[config.mk]
export PLATFORM = sky130hd
export DESIGN_NAME = trisc_sequencer_flat
export DESIGN_NICKNAME = d
export VERILOG_FILES = /design/src/rtl/trisc_pkg.sv /design/src/rtl/trisc_if.sv /design/src/rtl/trisc_ctrl_decode.sv /design/src/rtl/trisc_sequencer.sv /design/src/flat_wrapper.sv
export SDC_FILE = /design/constraint.sdc
export NUM_CORES = 1
export LEC_CHECK = 0
export BUFFER_PORTS_ARGS = -buffer_cell sky130_fd_sc_hd__buf_2
export CAP_MARGIN = 10
export CORE_AREA = 3 3 40 42
export CTS_BUF_LIST = sky130_fd_sc_hd__clkbuf_8
export DETAILED_ROUTE_END_ITERATION = 6
export DIE_AREA = 0 0 43 45
export SYNTH_ARGS = -nofsm -noshare
export SYNTH_HDL_FRONTEND = slang
export SYNTH_HIERARCHICAL = 1
export SYNTH_SLANG_ARGS = --single-unit
[constraint.sdc]
create_clock -name clk -period 2.25 [get_ports clk]
set_input_delay 0.5625 -clock clk [delete_from_list [all_inputs] [get_ports clk]]
set_output_delay 0.5625 -clock clk [all_outputs]
set_load 0.01 [all_outputs]
[src/rtl/trisc_pkg.sv]
// trisc_pkg: state encoding, opcodes and control-word layout shared by the sequencer
package trisc_pkg;

    typedef enum logic [3:0] {
        S_RST = 4'd0,
        S_F1  = 4'd1,
        S_F2  = 4'd2,
        S_F3  = 4'd3,
        S_DEC = 4'd4,
        S_INC = 4'd5,
        S_CLR = 4'd6,
        S_LDA = 4'd7,
        S_ADD = 4'd8,
        S_STA = 4'd9,
        S_JMP = 4'd10,
        S_BRZ = 4'd11,
        S_NOP = 4'd12,
        S_HLT = 4'd13
    } state_t;

    localparam logic [2:0] OP_INC = 3'd0;
    localparam logic [2:0] OP_CLR = 3'd1;
    localparam logic [2:0] OP_LDA = 3'd2;
    localparam logic [2:0] OP_ADD = 3'd3;
    localparam logic [2:0] OP_STA = 3'd4;
    localparam logic [2:0] OP_JMP = 3'd5;
    localparam logic [2:0] OP_BRZ = 3'd6;
    localparam logic [2:0] OP_HLT = 3'd7;

    localparam int CW_W   = 14;
    localparam int B_C0   = 0;
    localparam int B_C2   = 1;
    localparam int B_C3   = 2;
    localparam int B_C4   = 3;
    localparam int B_C42  = 4;
    localparam int B_C7   = 5;
    localparam int B_C8   = 6;
    localparam int B_C9   = 7;
    localparam int B_C5   = 8;
    localparam int B_C6   = 9;
    localparam int B_C10  = 10;
    localparam int B_C11  = 11;
    localparam int B_HALT = 12;
    localparam int B_ILL  = 13;

    // Opcodes beyond the eight defined ones all fall into the illegal-opcode state
    function automatic state_t dispatch(input logic [5:0] op);
        if (op[5:3] != 3'd0) return S_NOP;
        case (op[2:0])
            OP_INC:  return S_INC;
            OP_CLR:  return S_CLR;
            OP_LDA:  return S_LDA;
            OP_ADD:  return S_ADD;
            OP_STA:  return S_STA;
            OP_JMP:  return S_JMP;
            OP_BRZ:  return S_BRZ;
            default: return S_HLT;
        endcase
    endfunction

endpackage

[src/rtl/trisc_if.sv]
// trisc_if: sequencer <-> datapath control and status bundle
interface trisc_if #(parameter int OPW = 3);

    logic [OPW-1:0] OP;
    logic Z, MRDY, RUN;
    logic C0, C2, C3, C4, C42, C7, C8, C9;
    logic C5, C6, C10, C11;
    logic HALT, ILL;

    modport master (
        input  OP, Z, MRDY, RUN,
        output C0, C2, C3, C4, C42, C7, C8, C9, C5, C6, C10, C11, HALT, ILL
    );

    modport slave (
        output OP, Z, MRDY, RUN,
        input  C0, C2, C3, C4, C42, C7, C8, C9, C5, C6, C10, C11, HALT, ILL
    );

endinterface

[src/rtl/trisc_ctrl_decode.sv]
// trisc_ctrl_decode: Moore decode of the current state (plus Z for BRZ) into the control word
module trisc_ctrl_decode
    import trisc_pkg::*;
(
    input  state_t            state,
    input  logic              z,
    output logic [CW_W-1:0]   cw
);

    // One control pattern per state; unused encodings drive nothing
    always_comb begin
        cw = '0;
        case (state)
            S_RST: cw[B_C0] = 1'b1;
            S_F1:  cw[B_C3] = 1'b1;
            S_F2:  cw[B_C4] = 1'b1;
            S_F3:  cw[B_C42] = 1'b1;
            S_DEC: begin
                cw[B_C2] = 1'b1;
                cw[B_C7] = 1'b1;
            end
            S_INC: cw[B_C9] = 1'b1;
            S_CLR: cw[B_C8] = 1'b1;
            S_LDA: cw[B_C5] = 1'b1;
            S_ADD: cw[B_C10] = 1'b1;
            S_STA: cw[B_C6] = 1'b1;
            S_JMP: cw[B_C11] = 1'b1;
            S_BRZ: cw[B_C11] = z;
            S_NOP: cw[B_ILL] = 1'b1;
            S_HLT: cw[B_HALT] = 1'b1;
            default: cw = '0;
        endcase
    end

endmodule

[src/rtl/trisc_sequencer.sv]
// trisc_sequencer: fetch/decode/execute control FSM for the TRISC datapath
module trisc_sequencer
    import trisc_pkg::*;
#(
    parameter int OPW      = 3,
    parameter int MEM_WAIT = 1
) (
    input  logic     clk,
    input  logic     CLR_n,
    trisc_if.master  bus
);

    state_t state, nxt;
    logic [OPW-1:0] op;
    logic [5:0] op6;
    logic rdy;
    logic [CW_W-1:0] cw;

    assign op  = bus.OP;
    assign op6 = 6'(op);
    assign rdy = (MEM_WAIT == 0) | bus.MRDY;

    // State register; reset forces RST at once, even mid memory-wait
    always_ff @(posedge clk or negedge CLR_n) begin
        if (!CLR_n) state <= S_RST;
        else        state <= nxt;
    end

    // Next state; stray encodings recover through RST
    always_comb begin
        nxt = S_RST;
        case (state)
            S_RST: nxt = S_F1;
            S_F1:  nxt = S_F2;
            S_F2:  nxt = rdy ? S_F3 : S_F2;
            S_F3:  nxt = S_DEC;
            S_DEC: nxt = dispatch(op6);
            S_INC, S_CLR, S_JMP, S_BRZ, S_NOP: nxt = S_F1;
            S_LDA, S_ADD, S_STA: nxt = rdy ? S_F1 : state;
            S_HLT: nxt = bus.RUN ? S_F1 : S_HLT;
            default: nxt = S_RST;
        endcase
    end

    trisc_ctrl_decode u_dec (
        .state (state),
        .z     (bus.Z),
        .cw    (cw)
    );

    assign bus.C0   = cw[B_C0];
    assign bus.C2   = cw[B_C2];
    assign bus.C3   = cw[B_C3];
    assign bus.C4   = cw[B_C4];
    assign bus.C42  = cw[B_C42];
    assign bus.C7   = cw[B_C7];
    assign bus.C8   = cw[B_C8];
    assign bus.C9   = cw[B_C9];
    assign bus.C5   = cw[B_C5];
    assign bus.C6   = cw[B_C6];
    assign bus.C10  = cw[B_C10];
    assign bus.C11  = cw[B_C11];
    assign bus.HALT = cw[B_HALT];
    assign bus.ILL  = cw[B_ILL];

endmodule

[src/flat_wrapper.sv]
// flat-port wrapper written by rule: the top's interface ports become plain ports
module trisc_sequencer_flat import trisc_pkg::*;
#(
    parameter int OPW      = 3,
    parameter int MEM_WAIT = 1
)
  (clk, CLR_n, bus_OP, bus_Z, bus_MRDY, bus_RUN, bus_C0, bus_C2, bus_C3, bus_C4, bus_C42, bus_C7, bus_C8, bus_C9, bus_C5, bus_C6, bus_C10, bus_C11, bus_HALT, bus_ILL);
  trisc_if #(.OPW(OPW)) bus_i ();
  input  logic clk;
  input  logic CLR_n;
  input wire logic [$bits(bus_i.OP)-1:0] bus_OP;
  input wire logic [$bits(bus_i.Z)-1:0] bus_Z;
  input wire logic [$bits(bus_i.MRDY)-1:0] bus_MRDY;
  input wire logic [$bits(bus_i.RUN)-1:0] bus_RUN;
  output wire logic [$bits(bus_i.C0)-1:0] bus_C0;
  output wire logic [$bits(bus_i.C2)-1:0] bus_C2;
  output wire logic [$bits(bus_i.C3)-1:0] bus_C3;
  output wire logic [$bits(bus_i.C4)-1:0] bus_C4;
  output wire logic [$bits(bus_i.C42)-1:0] bus_C42;
  output wire logic [$bits(bus_i.C7)-1:0] bus_C7;
  output wire logic [$bits(bus_i.C8)-1:0] bus_C8;
  output wire logic [$bits(bus_i.C9)-1:0] bus_C9;
  output wire logic [$bits(bus_i.C5)-1:0] bus_C5;
  output wire logic [$bits(bus_i.C6)-1:0] bus_C6;
  output wire logic [$bits(bus_i.C10)-1:0] bus_C10;
  output wire logic [$bits(bus_i.C11)-1:0] bus_C11;
  output wire logic [$bits(bus_i.HALT)-1:0] bus_HALT;
  output wire logic [$bits(bus_i.ILL)-1:0] bus_ILL;
  assign bus_i.OP = bus_OP;
  assign bus_i.Z = bus_Z;
  assign bus_i.MRDY = bus_MRDY;
  assign bus_i.RUN = bus_RUN;
  assign bus_C0 = bus_i.C0;
  assign bus_C2 = bus_i.C2;
  assign bus_C3 = bus_i.C3;
  assign bus_C4 = bus_i.C4;
  assign bus_C42 = bus_i.C42;
  assign bus_C7 = bus_i.C7;
  assign bus_C8 = bus_i.C8;
  assign bus_C9 = bus_i.C9;
  assign bus_C5 = bus_i.C5;
  assign bus_C6 = bus_i.C6;
  assign bus_C10 = bus_i.C10;
  assign bus_C11 = bus_i.C11;
  assign bus_HALT = bus_i.HALT;
  assign bus_ILL = bus_i.ILL;
  trisc_sequencer #(.OPW(OPW), .MEM_WAIT(MEM_WAIT)) u_core (.clk(clk), .CLR_n(CLR_n), .bus(bus_i));
endmodule
==> run_results.csv, run 1 <==
group,metric,value,unit
cts,cts_hold_buf,0,
setup_path,cp.required,1.69,ns
cts,root_buffer,"clkbuf_8",
floorplanning,coreArea,0.00128,mm2
global_routing,grt_max_degree,18,
cells_and_area,largest_reg_flops,4,
cts,cts_setup_buffers,0,
yosys,synth_simple_gate_area_frac,0.509,
cts,worstSkewPairLatency,0.21,ns
cts,cts_buffer_depth,2,
cells_and_area,largest_register,"u_core/state",
cells_and_area,synthToLayoutAreaGrowth,36.8,%
yosys,synth_compound_area_frac,0.184,
drt,num_vias,463,
setup_path,worstPathMaxFanout,13,
cells_and_area,fin_nets,87,
yosys,post_synth_num_cell_types,29,
cells_and_area,final_cells,92,
floorplanning,dieHeight,45,um
setup_path,worstRegToRegCells,3,
global_routing,antenna_found_initial,0,
setup_path,critical-path-max-stage-delay,0.56,ns
cts,cts-resized-gates,0,
floorplanning,pin_count,22,
yosys,syn_nets,62,
setup_path,path_buf_inv,1,
setup_path,path_depth,3,
floorplanning,start_util,0.333,
pwr,p_seq_frac,0.327,
setup_path,path_cells,"nand2b_4 > nor3_1 > buf_2",
pwr,power_density,1200,mW/mm2
yosys,netlist_instances,54,
sta,setup_tns,0,ns
sta,fin_crit_sh,0.859,
sta,hold_ws,0.146,ns
placed_design,port-buffer-count,21,
cells_and_area,layout_common_cells,"buf_2, nor2_1, nand2_1, dfrtp_1, nor3_1",
sta,setup_viol,0,
sta,slew_viol_final,0,
setup_path,critPathKind,"flop to output port",
pwr,p_clk_frac,0.208,
pwr,p_leak,0.283,nW
placed_design,place_inst,89,
global_routing,grt_pass1_wl,1700,um
global_routing,grt_use_total,0.118,
drt,firstDrtPassIters,3,
yosys,yosysSeqAreaShare,0.234,
hold_path,hold_path_class,"primary input to asynchronous set/reset pin",
yosys,syn_area_per_cell,7.92,um2
cells_and_area,n_antenna_cell,0,
global_routing,grt_pass1_vias,419,
pwr,power.share.switching,0.447,
pwr,peakVddDrop,0.000447,V
global_routing,grt_overflow,0,
drt,antenna_left,0,
pwr,comb_power_share,0.465,
floorplanning,fp-row-count,13,
sta,rsz0062_at_grt,"no",
yosys,synthMuxAreaShare,0,
setup_path,cp-start-kind,"flop",
setup_path,endpoint_kind,"output port",
cells_and_area,top_regs,"u_core/state (4)",
cts,cts_buffers,3,
sta,fin_skew,0.00233,ns
floorplanning,die-area,0.00194,mm2
cts,clock-sinks,4,
floorplanning,die_w,43,um
pwr,p_sw,0.313,mW
sta,maxSlewHeadroom,0.632,
sta,period_minus_slack,1.93,ns
placed_design,hpwlAfterDp,743,um
yosys,synth_xor_area_frac,0.0205,
cells_and_area,final_common_cell,"buf_2",
cells_and_area,n_fill_cell,133,
pwr,internal_power,0.388,mW
setup_path,worst_path_max_delay_cell,"dfrtp_1",
drt,drtIter0Drc,4,
job,max-cap-violations,0,
drt,drt-total-wl,1010,um
cells_and_area,layout-drive-gt1-share,0.429,
cts,clk_pin_slew,0.03,ns
sta,fmax,517,MHz
sta,worstMarginPinSlew,0.552,ns
yosys,synth_area,428,um2
drt,wl_per_cell,10.9,um
yosys,synth_top_family_by_area,"simple AND/OR/NAND/NOR gates",
drt,vias_per_cell,5.03,
cts,cts_tree,"done",
cts,cts_htree_levels,1,
run_status,status,"finished, final reports clean",
setup_path,cp_data_arrival_time,1.37,ns
drt,drcViolationCount,0,
yosys,synth-seq-cells,4,
placed_design,gp_congestion,0.759,
sta,finalHoldViolCount,0,
yosys,synth_fa_ha_area_frac,0,
yosys,yosys_warnings,6,
setup_path,critical-path-top-delay-family,"flip-flops",
-- cell families (layout without fill, tap and decap cells) --
| family | Yosys count | in the layout |
|---|---|---|
| AO/OA/AOI/OAI | 12 | 12 |
| flip-flops | 4 | 4 |
| AND/OR/NAND/NOR | 32 | 32 |
| XOR/XNOR | 1 | 1 |
| buffers and inverters | 5 | 28 |
-- cell type report --
class	count	area [um2]	share of cell area
multi-input cells	45	305	0.521
repair buffers	21	105	0.179
flip-flops and latches	4	100	0.171
clock buffers	3	41.3	0.0705
well taps	15	18.8	0.0321
inverters	4	15.0	0.0256
-- final timing paths --
check                                 from               to  slack (ns)
min in group clk                 bus_OP[2]  u_core/state[3]        0.69
setup reg to reg           u_core/state[2]  u_core/state[0]        0.73
setup / recovery           u_core/state[3]           bus_C7        0.32
max in group asynchronous            CLR_n  u_core/state[2]        1.99
hold reg to reg            u_core/state[0]  u_core/state[2]        0.76
hold / removal                       CLR_n  u_core/state[1]        0.15
-- routing by layer --
layer / track usage / share of wire / up-vias / wire (um)
met2: 0.189 / 0.45 / 18 / 449
li1: - / - / 244 / -
met3: 0.0120 / 0.074 / 0 / 74
met5: 0 / 0 / - / 0
met1: 0.145 / 0.48 / 201 / 481
met4: 0.0904 / 0 / 0 / 0
-- worst register-to-register path, delay by kind of cell (launching register included) --
family,cells,cell delay (ns)
compound gates,1,0.14
flops,1,0.68
simple gates,2,0.59
-- power groups by stage --
stage / combinational, mW / clock [mW] / sequential (mW)
after floorplan: 0.246 / 0 / 0.196
after global placement: 0.329 / 0 / 0.227
after detailed placement: 0.329 / 0 / 0.230
after CTS: 0.330 / 0.151 / 0.229
after global routing: 0.364 / 0.158 / 0.246
final: 0.326 / 0.146 / 0.229
-- through the flow --
stage / power [mW] / instance area [um2] / setup WS [ns] / utilization
after floorplan: 0.442 / 428 / 0.443 / -
after global placement: 0.556 / 544 / 0.546 / 0.424
after detailed placement: 0.559 / 544 / 0.540 / 0.424
after CTS: 0.710 / 586 / 0.305 / 0.456
final: 0.701 / 586 / 0.317 / 0.456
after global routing: 0.768 / 586 / 0.174 / 0.456
-- synth_stat cells --
library cell,n,area share
nor3_2,2,0.047
buf_4,1,0.018
xnor2_1,1,0.020
or4_1,1,0.018
inv_2,1,0.0088
nand2_1,4,0.035
nor2b_1,1,0.015
a31oi_1,2,0.029
nor4b_2,1,0.035
inv_1,3,0.026
o21ai_1,1,0.012
and2_1,1,0.015
or3_1,1,0.015
and3_2,1,0.018
o21ai_0,2,0.023
a32oi_1,1,0.020
o22ai_1,1,0.015
nor3_1,4,0.047
and3_1,2,0.029
a21oi_1,2,0.023
nor4_1,1,0.015
o32a_1,1,0.023
a2bb2oi_1,1,0.020
nor3b_2,1,0.029
nand2b_1,3,0.044
dfrtp_1,4,0.23
nor2_1,6,0.053
a211oi_1,1,0.018
nand2b_4,3,0.096
No activity file was read; power rests on OpenSTA's default activity.
==> run 2, diff against run 1 <==
--- a/config.mk
+++ b/config.mk
@@ -13,5 +13,4 @@
 export DIE_AREA = 0 0 43 45
 export SYNTH_ARGS = -nofsm -noshare
 export SYNTH_HDL_FRONTEND = slang
-export SYNTH_HIERARCHICAL = 1
 export SYNTH_SLANG_ARGS = --single-unit
==> run 2 against run 1 <==
Effect of this change: total power increased by 1.4%; sequential power about the same; via count is 1.7% lower; maximum frequency shrank 2.5%.
==> run_results.csv, run 2 <==
group,metric,value,unit
floorplanning,coreArea,0.00128,mm2
cts,cts_tree,"done",
cts,root_buffer,"clkbuf_8",
yosys,synth-seq-cells,4,
cells_and_area,final_common_cell,"buf_2",
setup_path,endpoint_kind,"output port",
pwr,p_leak,0.275,nW
yosys,synth_area,449,um2
sta,rsz0062_at_grt,"no",
yosys,synthTopCellsByCount,"nand2_1, nor2_1, dfrtp_1, nor3_1",
yosys,synth_top_cell_area_share,0.223,
drt,wl_per_cell,11.9,um
floorplanning,dieHeight,45,um
setup_path,reg2reg_slack,0.79,ns
placed_design,gp_congestion,0.754,
drt,num_vias,455,
global_routing,grt_overflow,0,
run_status,status,"finished, final reports clean",
cts,cts-resized-gates,0,
cells_and_area,layout-drive-gt1-share,0.431,
global_routing,grt_pass1_wl,1690,um
floorplanning,pin_count,22,
drt,drt-total-wl,1040,um
setup_path,cp_data_arrival_time,1.42,ns
global_routing,grt_max_degree,18,
cells_and_area,fin_nets,82,
cts,cts_hold_buf,0,
yosys,synth_most_common_cell,"nand2_1",
yosys,syn_nets,61,
sta,fmax,504,MHz
cells_and_area,largest_reg_flops,4,
sta,worstMarginPinSlew,0.528,ns
placed_design,port-buffer-count,21,
floorplanning,fp-row-count,13,
cts,cts_buffers,3,
drt,drcViolationCount,0,
placed_design,pre_cts_ws,0.510,ns
global_routing,grt_pass1_vias,385,
setup_path,crit_start,"u_core.state[2]",
global_routing,antenna_found_initial,0,
yosys,syn_area_per_cell,8.48,um2
setup_path,worstPathMaxFanout,17,
setup_path,r2r-start,"u_core.state[2]",
floorplanning,start_util,0.350,
floorplanning,die-area,0.00194,mm2
yosys,yosysSeqAreaShare,0.223,
setup_path,timing.rr.end,"u_core.state[0]",
drt,firstDrtPassIters,4,
cts,worstSkewPairLatency,0.22,ns
sta,setup_tns,0,ns
sta,period_minus_slack,1.98,ns
global_routing,grt_use_total,0.116,
sta,maxSlewHeadroom,0.648,
yosys,synth_top_cells_by_area,"dfrtp_1, a2111oi_4, nor4b_4",
cells_and_area,synthToLayoutAreaGrowth,28.1,%
cells_and_area,n_fill_cell,136,
yosys,yosysTopAreaCell,"dfrtp_1",
setup_path,cp-start-kind,"flop",
setup_path,worstRegToRegCells,3,
sta,setup_viol,0,
pwr,peakVddDrop,0.000564,V
hold_path,hold_path_class,"primary input to asynchronous set/reset pin",
drt,antenna_left,0,
sta,setup_slack,0.267,ns
cts,clk_pin_slew,0.03,ns
yosys,async_reset_ff_frac,1.00,
cts,cts_buffer_depth,2,
cells_and_area,layout_common_cells,"buf_2, nand2_1, nor2_1",
yosys,synth_top_flop_cell,"dfrtp_1",
pwr,power_density,1240,mW/mm2
cells_and_area,largest_register,"u_core.state",
sta,slew_viol_final,0,
setup_path,cp.required,1.69,ns
job,max-cap-violations,0,
drt,drtIter0Drc,9,
yosys,post_synth_num_cell_types,29,
cts,cts_setup_buffers,0,
sta,finalHoldViolCount,0,
cells_and_area,final_util,0.448,
floorplanning,die_w,43,um
cts,cts_htree_levels,1,
sta,fin_skew,0.00362,ns
cells_and_area,top_regs,"u_core.state (4)",
sta,fin_crit_sh,0.881,
cells_and_area,n_antenna_cell,0,
pwr,power,0.711,mW
cts,clock-sinks,4,
yosys,netlist_instances,53,
yosys,yosys_warnings,0,
placed_design,hpwlAfterDp,755,um
yosys,synth_edf_count,0,
setup_path,critPathKind,"flop to output port",
drt,vias_per_cell,5.23,
run 2: area by class of cell:
class / instances / area [um2] / area share
Multi-Input combinational cell: 42 / 303 / 0.526
Timing Repair Buffer: 21 / 105 / 0.183
Sequential cell: 4 / 100 / 0.174
Clock buffer: 3 / 41.3 / 0.0717
Tap cell: 15 / 18.8 / 0.0326
Inverter: 2 / 7.51 / 0.0130
run 2: cells by family (layout without fill, tap and decap cells):
kind of cell,Yosys count,count (layout),synth area share
compound gates,11,11,0.242
xor+xnor,1,1,0.0195
buf+inv,7,26,0.103
flops,4,4,0.223
simple gates,30,30,0.412
run 2: how the worst max path moves through the flow:
stage                          to  slack, ns  depth (start not counted)
after CTS                 bus_C11       0.27                          3
after global placement    bus_C11       0.52                          3
after floorplan            bus_C0       0.63                          2
after detailed placement   bus_C7       0.51                          2
final                      bus_C2       0.27                          2
after global routing      bus_C11       0.12                          3
run 2: critical path, stage by stage (launching register included):
cell	delay (ns)
dfrtp_1	0.63
nor4b_4	0.37
buf_2	0.19
run 2: power by group:
group / switching (mW) / leakage, nW / internal [mW]
combinational: 0.151 / 0.204 / 0.177
sequential: 0.128 / 0.0502 / 0.101
clock: 0.0407 / 0.0216 / 0.114
run 2: per-stage QoR:
step                      instance area (um2)  hold WS [ns]  cells
after floorplan                           449         0.267     53
after global placement                    534         0.369     84
after detailed placement                  534         0.370     84
after CTS                                 576         0.137     87
after global routing                      576         0.140     87
final                                     576         0.139     87
run 2: layer usage:
layer / share of wire / global-route usage / vias up / wire [um]
met5: 0 / 0 / - / 0
met1: 0.46 / 0.157 / 207 / 475
li1: - / - / 231 / -
met4: 0.012 / 0.0904 / 0 / 12
met3: 0.058 / 0.0159 / 2 / 60
met2: 0.47 / 0.165 / 15 / 488
==> run 3, diff against run 2 <==
==> constraint.sdc (replaced) <==
create_clock -name clk -period 1.65 [get_ports clk]
set_input_delay 0.4125 -clock clk [delete_from_list [all_inputs] [get_ports clk]]
set_output_delay 0.4125 -clock clk [all_outputs]
set_load 0.01 [all_outputs]
==> run 3 against run 2 <==
Effect of this change: non-clock buffer count is 10 higher; worst setup slack worse by 0.26 ns; via count is 13% higher; core utilization is 8.1 points higher; sequential power is 24% higher; total power is 66% higher; sequential cell count stayed put; clock power is 28% higher; largest cell class unchanged.
==> run_results.csv, run 3 (synthesized netlist as in run 2, its figures left out) <==
group,metric,value,unit
setup_path,r2r-start,"u_core.state[0]",
drt,drt-total-wl,1260,um
global_routing,grt.met3_usage,0.0717,
drt,drtIter0Drc,16,
drt,antenna_left,0,
cts,cts_htree_levels,1,
cells_and_area,synthToLayoutAreaGrowth,51.3,%
global_routing,grt_pass1_wl,1700,um
cells_and_area,final_common_cell,"buf_2",
sta,worstMarginPinSlew,0.526,ns
setup_path,setup.worst_path.end,"bus_C8",
placed_design,dpl_cell_area,564,um2
floorplanning,start_util,0.350,
cts,clk_pin_slew,0.03,ns
setup_path,cp_data_arrival_time,1.23,ns
cells_and_area,layout_common_cells,"buf_2, buf_4, nand2_1",
sta,fmax,609,MHz
global_routing,grt_max_degree,18,
cells_and_area,final_util,0.529,
cells_and_area,largest_register,"u_core.state",
run_status,status,"finished, final reports clean",
cells_and_area,design_area,679,um2
pwr,power_density,1740,mW/mm2
floorplanning,pin_count,22,
setup_path,timing.rr.end,"u_core.state[0]",
placed_design,pre_cts_ws,0.0889,ns
setup_path,worstRegToRegCells,4,
drt,wl_per_cell,13.0,um
placed_design,port-buffer-count,21,
drt,drcViolationCount,0,
global_routing,use_met2,0.192,
cts,worstSkewPairLatency,0.21,ns
sta,maxSlewHeadroom,0.646,
sta,setup_tns,0,ns
sta,finalHoldViolCount,0,
hold_path,whs_path_depth,3,
floorplanning,die-area,0.00194,mm2
cts,root_buffer,"clkbuf_8",
setup_path,cp-start-kind,"flop",
sta,slew_viol_final,0,
cts,cts_tree,"done",
sta,rsz0062_at_grt,"yes",
placed_design,gp_congestion,0.759,
floorplanning,die_w,43,um
global_routing,grt_use_total,0.121,
setup_path,reg2reg_slack,0.16,ns
floorplanning,coreArea,0.00128,mm2
floorplanning,dieHeight,45,um
global_routing,antenna_found_initial,0,
cells_and_area,n_fill_cell,120,
cells_and_area,final_cells,97,
sta,fin_skew,0.00307,ns
sta,hold_ws,0.523,ns
cells_and_area,largest_reg_flops,4,
placed_design,place_inst,88,
hold_path,hold_path_class,"primary input to flop",
cts,clock-sinks,4,
setup_path,cp.required,1.24,ns
global_routing,grt_overflow,0,
cells_and_area,top_regs,"u_core.state (4)",
sta,setup_slack,0.00708,ns
pwr,power,1.18,mW
cells_and_area,n_antenna_cell,0,
sta,period_minus_slack,1.64,ns
drt,vias_per_cell,5.28,
cts,cts_buffers,3,
sta,setup_viol,0,
sta,fin_crit_sh,0.996,
global_routing,grt.met1_usage,0.146,
setup_path,crit_start,"u_core.state[3]",
global_routing,grt_pass1_vias,402,
job,max-cap-violations,0,
setup_path,endpoint_kind,"output port",
setup_path,critPathKind,"flop to output port",
placed_design,hpwlAfterDp,849,um
cts,cts_buffer_depth,2,
floorplanning,fp-row-count,13,
setup_path,worstPathMaxFanout,10,
drt,num_vias,512,
pwr,p_leak,0.331,nW
cells_and_area,fin_nets,92,
drt,firstDrtPassIters,4,
global_routing,busiest_layer,"met2",
cells_and_area,layout-drive-gt1-share,0.585,
pwr,peakVddDrop,0.000811,V
run 3: per-layer routing:
metal  vias to the layer above  wire length [um]  share of wire
met5                         -                 0              0
met4                         0                 0              0
met3                         0               142           0.11
met2                        36               577           0.46
met1                       222               540           0.43
li1                        254                 -              -
run 3: where the power goes:
part,internal [mW],switching [mW],total (mW)
logic,0.377,0.323,0.700
registers,0.148,0.134,0.282
clock network,0.155,0.0434,0.198
run 3: worst max-delay path, stage by stage, from the launching register on:
cell and delay (ns):
dfrtp_2 0.48, inv_2 0.12, nand2_1 0.09, nor3b_1 0.17, buf_2 0.15
run 3: worst min-delay path by stage:
| stage | startpoint | to | slack (ns) |
|---|---|---|---|
| 6_report | bus_RUN | u_core.state[3] | 0.52 |
| 5_1_grt | bus_RUN | u_core.state[3] | 0.53 |
| 4_1_cts | bus_RUN | u_core.state[3] | 0.52 |
| 3_5_place_dp | CLR_n | u_core.state[1] | 0.22 |
| 3_3_place_gp | CLR_n | u_core.state[1] | 0.22 |
| 2_1_floorplan | CLR_n | u_core.state[0] | 0.12 |
run 3: what timing repair did:
item,4_1_cts,5_1_grt
resized for setup,5,6
endpoints found under the setup margin,13,11
pin swaps,2,0
setup buffers,2,3
hold endpoints to repair,4,0
hold buffers,1,0
run 3: area by class of cell:
type / instances / area [um2] / area share
clock buffers: 3 / 41.3 / 0.0608
flip-flops and latches: 4 / 105 / 0.155
multi-input cells: 42 / 323 / 0.475
repair buffers: 31 / 184 / 0.271
well taps: 15 / 18.8 / 0.0276
inverters: 2 / 7.51 / 0.0110
